===== config.mk =====
export PLATFORM = sky130hd
export DESIGN_NAME = shift_reg_sipo_rx
export DESIGN_NICKNAME = d
export VERILOG_FILES = /design/src/rtl/sipo_pkg.sv /design/src/rtl/sipo_out_buf.sv /design/src/rtl/shift_reg_sipo_rx.sv
export SDC_FILE = /design/constraint.sdc
export NUM_CORES = 1
export LEC_CHECK = 0
export ABC_AREA = 1
export CORE_MARGIN = 5
export CORE_UTILIZATION = 45
export CTS_CLUSTER_SIZE = 25
export DETAILED_ROUTE_END_ITERATION = 6
export DONT_BUFFER_PORTS = 1
export PLACE_DENSITY = 0.58
export SYNTH_ARGS = -nofsm -noshare
export SYNTH_HDL_FRONTEND = slang
export SYNTH_HIERARCHICAL = 1
export SYNTH_SLANG_ARGS = --single-unit

===== constraint.sdc =====
create_clock -name clk -period 1.8 [get_ports clk]
set_input_delay 0.18 -clock clk [delete_from_list [all_inputs] [get_ports clk]]
set_output_delay 0.18 -clock clk [all_outputs]
set_load 0.01 [all_outputs]

===== src/rtl/sipo_pkg.sv =====
// Shared types and helpers for the SIPO serial receiver.
// Holds the FSM state encoding and the bit-counter width calculation.
// No logic; imported by the receiver top and its holding buffer.
package sipo_pkg;

  typedef enum logic {
    IDLE  = 1'b0,
    SHIFT = 1'b1
  } state_t;

  // Counter must be able to hold the value WIDTH itself.
  function automatic int cnt_width(input int width);
    return $clog2(width + 1);
  endfunction

endpackage


===== src/rtl/sipo_out_buf.sv =====
// Single-entry valid/ready holding register for completed words.
// Latency: a word is visible on dout the cycle after word_done.
// Backpressure: a word arriving while full and not being accepted is dropped and flagged.
module sipo_out_buf #(
  parameter int WIDTH = 4
) (
  input  logic             clk,
  input  logic             reset,
  input  logic [WIDTH-1:0] word,
  input  logic             word_done,
  input  logic             dout_ready,
  output logic [WIDTH-1:0] dout,
  output logic             dout_valid,
  output logic             overrun_evt
);

  // Full, nobody taking the old word, and a new one arrives: the new one is lost.
  assign overrun_evt = word_done && dout_valid && !dout_ready;

  // Load on completion when the slot is free or freed this edge; otherwise drain on accept.
  always_ff @(posedge clk) begin
    if (reset) begin
      dout       <= '0;
      dout_valid <= 1'b0;
    end else if (word_done && (!dout_valid || dout_ready)) begin
      dout       <= word;
      dout_valid <= 1'b1;
    end else if (!word_done && dout_ready) begin
      dout_valid <= 1'b0;
    end
  end

endmodule


===== src/rtl/shift_reg_sipo_rx.sv =====
// Serial-in/parallel-out receiver: frames qualified bits into WIDTH-bit words.
// Latency: word appears on dout one cycle after the edge sampling its last bit.
// Backpressure: single holding slot; words completing into a full, unaccepted slot set overrun.
module shift_reg_sipo_rx
  import sipo_pkg::*;
#(
  parameter int WIDTH     = 4,
  parameter bit MSB_FIRST = 1'b1
) (
  input  logic             clk,
  input  logic             reset,
  input  logic             sdi,
  input  logic             sdi_valid,
  input  logic             frame_start,
  output logic [WIDTH-1:0] dout,
  output logic             dout_valid,
  input  logic             dout_ready,
  output logic             frame_err,
  output logic             overrun,
  input  logic             err_clr
);

  localparam int            CW   = cnt_width(WIDTH);
  localparam logic [CW-1:0] LAST = CW'(WIDTH - 1);
  localparam logic [CW-1:0] ONE  = CW'(1);

  if (WIDTH < 2) begin : g_width_check
    $error("shift_reg_sipo_rx: WIDTH must be at least 2");
  end

  state_t           state, state_nxt;
  logic [CW-1:0]    cnt, cnt_nxt;
  logic [WIDTH-1:0] sr, sr_nxt;
  logic [WIDTH-1:0] sr_shift;
  logic [WIDTH-1:0] sr_first;
  logic             word_done;
  logic             resync_evt;
  logic             overrun_evt;

  // sr_first places a start bit so that WIDTH-1 further shifts land it at the word's first-bit position.
  if (MSB_FIRST) begin : g_msb
    assign sr_shift = {sr[WIDTH-2:0], sdi};
    assign sr_first = {{(WIDTH-1){1'b0}}, sdi};
  end else begin : g_lsb
    assign sr_shift = {sdi, sr[WIDTH-1:1]};
    assign sr_first = {sdi, {(WIDTH-1){1'b0}}};
  end

  // State, counter and shift register update.
  always_ff @(posedge clk) begin
    if (reset) begin
      state <= IDLE;
      cnt   <= '0;
      sr    <= '0;
    end else begin
      state <= state_nxt;
      cnt   <= cnt_nxt;
      sr    <= sr_nxt;
    end
  end

  // Next-state logic: start, collect, resync on early frame_start, complete at bit WIDTH.
  always_comb begin
    state_nxt  = state;
    cnt_nxt    = cnt;
    sr_nxt     = sr;
    word_done  = 1'b0;
    resync_evt = 1'b0;
    case (state)
      IDLE: begin
        if (sdi_valid && frame_start) begin
          sr_nxt    = sr_first;
          cnt_nxt   = ONE;
          state_nxt = SHIFT;
        end
      end
      SHIFT: begin
        if (sdi_valid) begin
          if (frame_start) begin
            sr_nxt     = sr_first;
            cnt_nxt    = ONE;
            resync_evt = 1'b1;
          end else begin
            sr_nxt = sr_shift;
            if (cnt == LAST) begin
              word_done = 1'b1;
              cnt_nxt   = '0;
              state_nxt = IDLE;
            end else begin
              cnt_nxt = cnt + ONE;
            end
          end
        end
      end
      default: state_nxt = IDLE;
    endcase
  end

  sipo_out_buf #(.WIDTH(WIDTH)) u_out_buf (
    .clk         (clk),
    .reset       (reset),
    .word        (sr_shift),
    .word_done   (word_done),
    .dout_ready  (dout_ready),
    .dout        (dout),
    .dout_valid  (dout_valid),
    .overrun_evt (overrun_evt)
  );

  // Sticky status flags; a set event on the same edge as err_clr wins.
  always_ff @(posedge clk) begin
    if (reset) begin
      frame_err <= 1'b0;
      overrun   <= 1'b0;
    end else begin
      if (resync_evt)   frame_err <= 1'b1;
      else if (err_clr) frame_err <= 1'b0;
      if (overrun_evt)  overrun   <= 1'b1;
      else if (err_clr) overrun   <= 1'b0;
    end
  end

endmodule


# After elaboration in Yosys (flattened, before gate mapping)
# Index checks and enable logic that the tools add are counted.
[totals]
regBits = 14
in_bits = 7
output_inout_bits = 7
word_cells = 51
[op_classes]
add_sub_neg = 1
n_eq_ne = 3
muxes = 26
bitwise_logic = 1
reduce_logical = 13
[op_table]
columns = ["operator", "count"]
rows = [
  ["3-bit two-way mux", 7],
  ["1-bit two-way mux", 16],
  ["3-bit case mux with 2 select lines", 2],
  ["2-bit nonzero test", 3],
  ["1-bit logical AND", 5],
  ["2-bit != test (second input constant)", 2],
  ["3-bit by 1-bit adder with 3-bit output (second input constant)", 1],
  ["3-bit by 2-bit == test with 1-bit output (second input constant)", 1],
  ["1-bit zero test", 3],
  ["1-bit case mux with 2 select lines", 1],
  ["2-bit AND reduction", 1],
  ["1-bit logical OR", 1],
  ["1-bit NOT", 1],
]

# Longest topological paths before layout
# Gate-level depths: netlist of the first run.
[depth]
ltp_word = 9
depth_mapped = 10
ltp_nobuf = 9

# Modules after synthesis
# Netlist of the first run, hierarchy kept.
[modules_own_cells]
columns = ["mod", "n_inst", "cells_per_inst", "area_per_inst_um2", "seq_area_each_um2"]
rows = [
  ["shift_reg_sipo_rx", 1, 52, 386.6, 180.2],
  ["sipo_out_buf", 1, 32, 224.0, 100.1],
]

# Worst setup path before layout of the first run
# Ideal clock, no wire load.
[synth_path]
path_type = "flip-flop to flip-flop"
start = "register cnt[0]"
end = "register overrun"
setup_time_ps = 64
arrival_ps = 1270
required_time_ps = 1736
slack_ps = 466
stages_incl_launch_ff = 11
n_path_buf = 1
period_less_slack_ps = 1334
cell_sequence = "dfxtp_1 ha_1 inv_1 nor2_1 nand2_1 nor3b_1 buf_4 inv_1 nor2_1 a21oi_1 nor2_1"
[synth_between]
elab_chain_len = 8
elab_cells_between_ends = 9
cone_classes = "1 x eq/ne; 5 x mux; 3 x reduce/logical"
[synth_lines]
columns = ["item", "line_no", "text"]
rows = [
  ["start, declared", "shift_reg_sipo_rx.sv:32", "logic [CW-1:0] cnt, cnt_nxt;"],
  ["start signal, assigned", "shift_reg_sipo_rx.sv:57", "cnt <= cnt_nxt;"],
  ["3-bit by 2-bit == test with 1-bit output *", "shift_reg_sipo_rx.sv:85", "if (cnt == LAST) begin"],
  ["1-bit two-way mux *", "shift_reg_sipo_rx.sv:85", ""],
  ["1-bit two-way mux *", "shift_reg_sipo_rx.sv:79", "if (frame_start) begin"],
  ["1-bit two-way mux *", "shift_reg_sipo_rx.sv:78", "if (sdi_valid) begin"],
  ["1-bit two-way mux *", "shift_reg_sipo_rx.sv:69", "case (state)"],
  ["via word_done", "shift_reg_sipo_rx.sv:36", "logic word_done;"],
  ["1-bit logical AND * (2 in series)", "sipo_out_buf.sv:18", "assign overrun_evt = word_done && dout_valid && !dout_ready;"],
  ["via overrun_evt", "shift_reg_sipo_rx.sv:38", "logic overrun_evt;"],
  ["1-bit two-way mux / 2-bit nonzero test (equally long branches)", "-", ""],
  ["end signal, assigned", "shift_reg_sipo_rx.sv:114", "overrun <= 1'b0;"],
  ["end signal, assigned", "shift_reg_sipo_rx.sv:118", "if (overrun_evt) overrun <= 1'b1;"],
  ["end signal, assigned", "shift_reg_sipo_rx.sv:119", "else if (err_clr) overrun <= 1'b0;"],
  ["end, declared", "shift_reg_sipo_rx.sv:19", "output logic overrun,"],
]
# The timed path passes the listed nets; every way through them passes the cells marked *.
# A chain may end at the register's enable or synchronous reset.

# Worst setup path after layout of the first run
# Same ends and word-level chain as after synthesis.

==> results of run 1 <==
cell families (layout without fill, tap and decap cells):
group / Yosys count / in the layout / share of synthesized area [%]
DFF: 14 / 14 / 45.9
AOI/OAI and AO/OA: 13 / 13 / 11.3
adders and majority gates: 1 / 1 / 2.05
buffers and inverters: 16 / 20 / 10.9
and+or+nand+nor: 40 / 40 / 29.9
worst max path at each step:
stage / endpoint / slack [ns]
final: overrun / 0.26
after global routing: overrun / 0.13
after CTS: overrun / 0.23
after detailed placement: overrun / 0.26
after global placement: overrun / 0.27
after floorplan: overrun / 0.47
cells in the mapped netlist (all sizes together):
cell    count
a21oi      12
buf         2
clkinv      1
dfxtp      14
ha          1
inv        13
nand2      14
nand3      13
nor2       12
nor3b       1
o21ai       1
power by group through the flow:
stage	registers [mW]	logic [mW]	clock network [mW]
floorplan	0.327	0.0278	0
global placement	0.328	0.0290	0
global route	0.321	0.0398	0.249
finish	0.320	0.0339	0.227
CTS	0.320	0.0344	0.237
detailed placement	0.327	0.0298	0
flip-flops by register name (all words and copies together), names as in the netlist:
name	count
overrun	1
state	1
sr	3
cnt	3
frame_err	1
u_out_buf/dout	4
u_out_buf/dout_valid	1
cell type report:
class | instances | area (µm²) | area share, %
sequential | 14 | 280 | 41.8
multi-input combinational | 54 | 264 | 39.4
tap | 15 | 18.8 | 2.80
inverter | 14 | 53.8 | 8.02
timing repair buffer | 2 | 17.5 | 2.61
clock buffer | 4 | 36.3 | 5.41
stage by stage:
stage	util, %	cells
detailed placement	48.6	98
CTS	52.2	103
floorplan	-	84
global route	52.2	103
finish	52.2	103
global placement	48.6	98
routing by layer:
layer	GRT usage [%]	part of all wire, %	vias to the layer above
met5	0	0	-
met4	6.63	1.2	0
met3	4.60	7.9	2
met2	16.0	42	11
met1	15.9	49	224
li1	-	-	272
worst reg2reg max path, stage by stage, from the launching register on:
cell	delay, ns
dfxtp_1	0.36
ha_1	0.17
inv_1	0.04
nor2_1	0.13
nand2_1	0.09
nor3b_1	0.22
buf_4	0.20
inv_1	0.06
nor2_1	0.10
a21oi_1	0.04
nor2_1	0.07
timing repair:
action                                  4_1_cts  5_1_grt
buffers inserted                              0        0
endpoints found under the hold margin         8        0
hold buffers                                  1        0
endpoints found under the setup margin        0        0
==> flow_summary.yaml, run 1 <==
synthesis:
  synth_top_area_cell: "dfxtp_1"
  synthesis.nets: 92
  ys_seq_area_share_pct: 45.9
  synth_seq_cells: 14
  synth_area_leaders: "dfxtp_1, nand3_1, a21oi_1"
  ys_warn_count: 6
  yosys.area.top_type_share_pct: 45.9
  synth.avg_cell_area_um2: 7.27
  netlist_area_um2: 611
  synth_cell_types: 16
  synth_cells: 84
worst_setup_path:
  crit_path_max_fanout: 9
  reg2regPathDepth: 10
  crit_type: "reg2reg"
  slowest_delay_ns: 0.36
  critical_path_buf_inv_count: 3
  required_ns: 2.02
  cpMostUsedCell: "nor2_1"
  crit_cells: 10
  crit_family: "simple AND/OR/NAND/NOR gates"
  r2r-end: "overrun"
  crit_arrival_ns: 1.76
  crit_path_end_kind: "flop"
  cp-start-kind: "flop"
  crit_start: "cnt[0]"
  slowest_stage: "dfxtp_1"
  r2r-start: "cnt[0]"
  r2r_setup_slack_ns: 0.26
  crit_chain: "ha_1 > inv_1 > nor2_1 > nand2_1 > nor3b_1 > buf_4 > inv_1 > nor2_1 > a21oi_1 > nor2_1"
worst_hold_path:
  hold_path.class: "in2reg"
  worstHoldEndpoint: "state"
  hp-start: "frame_start"
  hold_depth: 2
floorplan:
  start_util_pct: 47.5
  io_pins: 14
  die_h_um: 46.8
  rows: 13
  coreArea_um2: 1280
  die-width_um: 46.8
  dieArea_um2: 2190
power:
  vdd_ir_drop_max_uv: 456
  swShare_pct: 22.4
  cellPowerDensity_nw_per_um2: 866
  combPwrFrac_pct: 5.8
  power.internal_mw: 0.451
  pwr-share-seq_pct: 55.1
  power_mw: 0.581
  power.share.clock_pct: 39.1
  switchingPower_mw: 0.130
  p_leak_nw: 0.291
timing:
  finalWorstSetupSlack_ns: 0.261
  tns_ns: 0
  hold-worst-slack_ns: 0.0206
  grt_setup_unrepaired: "no"
  max_clock_freq_mhz: 650
  finalSetupViolations: 0
  fin_worst_skew_ns: 0.00378
  worst_pin_slew_ns: 0.320
  relSlewSlack_pct: 78.6
  maxSlewViolCount: 0
  fin_crit_sh_pct: 85.5
  min_period_ns: 1.54
  hold_violations: 0
clock_tree:
  clockBufferDepth: 2
  cts-root-buf: "clkbuf_4"
  insertion_delay_ns: 0.28
  cts.htree.levels: 1
  cts_sinks: 14
  clk_pin_slew_ns: 0.09
  cts_resized: 0
  cts_tree: "done"
  cts_buffers: 3
placement:
  dpl_worst_slack_ns: 0.258
  routabilityCongestion: 0.697
  dp_hpwl_um: 790
  postPlaceCellArea_um2: 624
  port_buffers: 0
drt:
  wl_per_cell_um: 10.6
  wl_um: 1100
  drtAntennaViolNets: 0
  drt-vias-per-instance: 4.94
  vias: 509
  first_iter_violations: 10
  drtPass1Iterations: 4
  drc: 0
cells_and_area:
  final_common_cell: "dfxtp_1"
  final_cell_mix: "dfxtp_1, nand3_1, nor2_1"
  syn_to_final_growth_pct: 9.84
  fill_cells: 131
  nets: 97
  fin_area_um2: 671
  drive_gt1_share_pct: 13.6
  antennaDiodeCount: 0
run:
  cap_violations: 0
global_routing:
  grt_antenna_before_repair: 0
  grt_pass1_wl_um: 1840
  grt_overflow: 0
  track_usage_pct: 11.8
  grt_max_degree: 11
  grt_pass1_vias: 421
run_status:
  outcome: "finished clean"
No activity file was read; power rests on OpenSTA's default activity.
==> inputs of run 2 (changes only) <==
Settings changed: CORE_AREA from default to 5 5 42 44, CORE_MARGIN 5 to default, CORE_UTILIZATION 45 to default, DIE_AREA from default to 0 0 47 49, PLACE_DENSITY 0.58 to 0.59.
Clock period 1.8 ns to 1.86 ns, I/O delays scaled along.
==> flow_summary.yaml, run 2 (synthesis gave the netlist of run 1 again) <==
run_status:
  outcome: "finished clean"
worst_setup_path:
  r2r-end: "overrun"
  crit_type: "reg2reg"
  crit_path_end_kind: "flop"
  slowest_stage: "dfxtp_1"
  cp-start-kind: "flop"
  critical_path_buf_inv_count: 3
  cpMostUsedCell: "nor2_1"
  r2r-start: "cnt[0]"
  r2r_setup_slack_ns: 0.35
  crit_family: "simple AND/OR/NAND/NOR gates"
  slowest_delay_ns: 0.37
  crit_path_max_fanout: 9
  crit_arrival_ns: 1.73
  reg2regPathDepth: 10
  required_ns: 2.09
  crit_chain: "ha_1 > inv_1 > nor2_1 > nand2_1 > nor3b_1 > buf_4 > inv_1 > nor2_1 > a21oi_1 > nor2_1"
floorplan:
  dieArea_um2: 2300
  die_h_um: 49
  coreArea_um2: 1400
  io_pins: 14
  rows: 14
  die-width_um: 47
  start_util_pct: 43.6
placement:
  dp_cells: 99
  port_buffers: 0
  routabilityCongestion: 0.738
  dp_hpwl_um: 838
clock_tree:
  cts_sinks: 14
  cts.htree.levels: 1
  clockBufferDepth: 2
  cts-root-buf: "clkbuf_4"
  cts_tree: "done"
  cts_buffers: 3
  insertion_delay_ns: 0.28
  clk_pin_slew_ns: 0.09
cells_and_area:
  drive_gt1_share_pct: 13.6
  syn_to_final_growth_pct: 10.0
  regMostFlops: "u_out_buf/dout"
  final_cell_mix: "dfxtp_1, nand3_1, nor2_1"
  fin_util_pct: 47.9
  final_common_cell: "dfxtp_1"
  largest_reg_flops: 4
  top_regs: "u_out_buf/dout x4, cnt x3, sr x3"
  antennaDiodeCount: 0
  nets: 97
  final_cells: 104
drt:
  top_layer_used: "met4"
  wirelength_met1_um: 541
  wl_um: 1170
  met3_length_um: 71
  drtAntennaViolNets: 0
  route.met2.wl_um: 535
  drt-vias-per-instance: 4.95
  drtPass1Iterations: 4
  first_iter_violations: 11
  drc: 0
  vias: 515
  wl_per_cell_um: 11.3
worst_hold_path:
  hp-start: "frame_start"
  hold_path.class: "in2reg"
  hold_depth: 2
  worstHoldEndpoint: "state"
global_routing:
  grt_pass1_wl_um: 2040
  grt_pass1_vias: 473
  grt_max_degree: 11
  grt_antenna_before_repair: 0
  track_usage_pct: 11.6
  grt_overflow: 0
timing:
  fin_worst_skew_ns: 0.00235
  max_clock_freq_mhz: 664
  hold-worst-slack_ns: 0.0179
  grt_setup_unrepaired: "no"
  min_period_ns: 1.51
  tns_ns: 0
  finalSetupViolations: 0
  hold_violations: 0
  maxSlewViolCount: 0
  worst_pin_slew_ns: 0.334
  relSlewSlack_pct: 77.6
  fin_crit_sh_pct: 81.0
power:
  power_mw: 0.564
  vdd_ir_drop_max_uv: 366
  p_leak_nw: 0.291
  cellPowerDensity_nw_per_um2: 839
run:
  cap_violations: 0
## run 2: report_power, final
| part | total [mW] | leakage [nW] | internal (mW) | switching [mW] |
|---|---|---|---|---|
| sequential | 0.310 | 0.113 | 0.305 | 0.00517 |
| combinational | 0.0326 | 0.156 | 0.0121 | 0.0205 |
| clock | 0.221 | 0.0210 | 0.119 | 0.102 |
| total | 0.564 | 0.291 | 0.436 | 0.127 |
## run 2: worst register-to-register path: cells and delay by family (launching register included)
kind            cells  cell delay, ns
simple gates        5            0.55
flops               1            0.37
buf+inv             3            0.28
fa+ha+maj           1            0.19
compound gates      1            0.05
## run 2: area by class of cell
type,instances,area [µm²]
Inverter,14,53.8
Clock buffer,4,36.3
Fill cell,146,729
Tap cell,16,20.0
Timing Repair Buffer,2,17.5
Multi-Input combinational cell,54,264
Sequential cell,14,280
## run 2: worst max path at each step
stage / cells past startpoint / slack (ns) / endpoint / start
finish: 10 / 0.35 / overrun / cnt[0]
global route: 10 / 0.18 / overrun / cnt[0]
CTS: 10 / 0.34 / overrun / cnt[0]
floorplan: 10 / 0.53 / overrun / cnt[0]
global placement: 10 / 0.42 / overrun / cnt[0]
detailed placement: 10 / 0.38 / overrun / cnt[0]
## run 2: timing repair
| item | 4_1_cts | 5_1_grt |
|---|---|---|
| resized for setup | 0 | 0 |
| hold buffers | 1 | 0 |
| endpoints found under the hold margin | 8 | 0 |
| buffers inserted | 0 | 0 |
## run 2: metal layers
metal	track usage (%)	vias up
met1	15.5	228
met2	17.2	10
met4	4.15	0
met3	3.32	4
li1	-	273
met5	0	-
## run 2: through the flow
step	worst slack, ns	area [µm²]
detailed placement	0.376	626
global route	0.176	672
floorplan	0.526	611
CTS	0.337	672
global placement	0.419	626
finish	0.353	672
==> inputs of run 3 (changes only) <==
Clock period 1.86 ns to 1.5 ns, I/O delays scaled along.
==> flow_summary.yaml, run 3 (synthesis gave the netlist of run 1 again) <==
clock_tree:
  cts_sinks: 14
  cts_tree: "done"
  insertion_delay_ns: 0.27
  cts.htree.levels: 1
  cts_buffers: 3
  clockBufferDepth: 2
  cts-root-buf: "clkbuf_4"
  clk_pin_slew_ns: 0.09
cells_and_area:
  final_common_cell: "nand3_1"
  fin_area_um2: 724
  top_regs: "u_out_buf/dout x4, cnt x3, sr x3"
  largest_reg_flops: 4
  nets: 100
  antennaDiodeCount: 0
  fin_util_pct: 51.7
  syn_to_final_growth_pct: 18.6
  fill_cells: 152
  regMostFlops: "u_out_buf/dout"
  drive_gt1_share_pct: 24.2
  final_cell_mix: "nand3_1, dfxtp_1, a21oi_1"
worst_setup_path:
  required_ns: 1.72
  crit_path_end_kind: "flop"
  cp-start-kind: "flop"
  crit_type: "reg2reg"
  reg2regPathDepth: 9
  crit_path_max_fanout: 8
  crit_arrival_ns: 1.66
drt:
  drtAntennaViolNets: 0
  drc: 0
  wl_per_cell_um: 11.6
  first_iter_violations: 6
  drt-vias-per-instance: 5.17
  wl_um: 1240
  vias: 553
  drtPass1Iterations: 4
global_routing:
  grt_overflow: 0
  track_usage_pct: 11.6
  grt_max_degree: 11
  grt_antenna_before_repair: 0
  grt_pass1_wl_um: 2040
  grt_pass1_vias: 485
timing:
  grt_setup_unrepaired: "yes"
  maxSlewViolCount: 0
  fin_crit_sh_pct: 96.2
  relSlewSlack_pct: 79.2
  finalSetupViolations: 0
  tns_ns: 0
  worst_pin_slew_ns: 0.311
  hold_violations: 0
  hold-worst-slack_ns: 0.0203
  fin_worst_skew_ns: 0.00503
  max_clock_freq_mhz: 693
  min_period_ns: 1.44
floorplan:
  dieArea_um2: 2300
  start_util_pct: 43.6
  die-width_um: 47
  coreArea_um2: 1400
  rows: 14
  io_pins: 14
  die_h_um: 49
power:
  cellPowerDensity_nw_per_um2: 966
  p_leak_nw: 0.305
  vdd_ir_drop_max_uv: 576
run_status:
  outcome: "finished clean"
worst_hold_path:
  hold_path.class: "in2reg"
  hold_depth: 2
placement:
  dp_hpwl_um: 784
  routabilityCongestion: 0.779
  postPlaceCellArea_um2: 626
  port_buffers: 0
run:
  cap_violations: 0
[run 3: critical path: stages (launching register included)]
cell and delay (ns):
dfxtp_2 0.37, ha_4 0.13, inv_1 0.04, nor2_2 0.14, nand2_2 0.08, nor3b_2 0.17, buf_4 0.18, buf_4 0.12
a21oi_1 0.06, nor2_1 0.09
[run 3: cell type report]
type	count	area (µm²)	share of cell area (%)
multi-input combinational	54	289	39.9
clock buffer	4	36.3	5.01
inverter	14	53.8	7.43
tap	16	20.0	2.76
timing repair buffer	5	42.5	5.87
sequential	14	283	39.0
[run 3: worst paths after layout]
path	startpoint	to	slack (ns)
max	cnt[0]	u_out_buf/dout[2]	0.06
min	sdi	sr[0]	0.02
max reg2reg	cnt[0]	u_out_buf/dout[2]	0.06
min reg2reg	sr[2]	sr[2]	0.49
[run 3: per-layer routing]
metal  global-route usage [%]  up-vias  share of wire, %
met1                     15.8      255                45
li1                         -      280                 -
met5                        0        -                 0
met4                     4.15        0              0.81
met2                     17.6       16                49
met3                     2.21        2               5.2
[run 3: through the flow]
step / power, mW / instances / worst slack (ns)
finish: 0.700 / 107 / 0.0575
CTS: 0.709 / 105 / 0.0347
global placement: 0.428 / 99 / 0.0170
floorplan: 0.425 / 84 / 0.166
global route: 0.746 / 107 / -0.0308
detailed placement: 0.428 / 99 / 0.0201
[run 3: repair_timing]
item / in CTS / in global routing
pin swaps: 0 / 5
endpoints found under the hold margin: 9 / 0
hold buffers: 2 / 0
resized for setup: 1 / 8
setup endpoints to repair: 1 / 6
cloned: 0 / 0
setup buffers: 0 / 2
[run 3: power by group]
part | switching (mW) | internal [mW] | total [mW]
Sequential | 0.00757 | 0.379 | 0.386
Clock | 0.123 | 0.147 | 0.270
Combinational | 0.0261 | 0.0176 | 0.0438
Total | 0.156 | 0.544 | 0.700
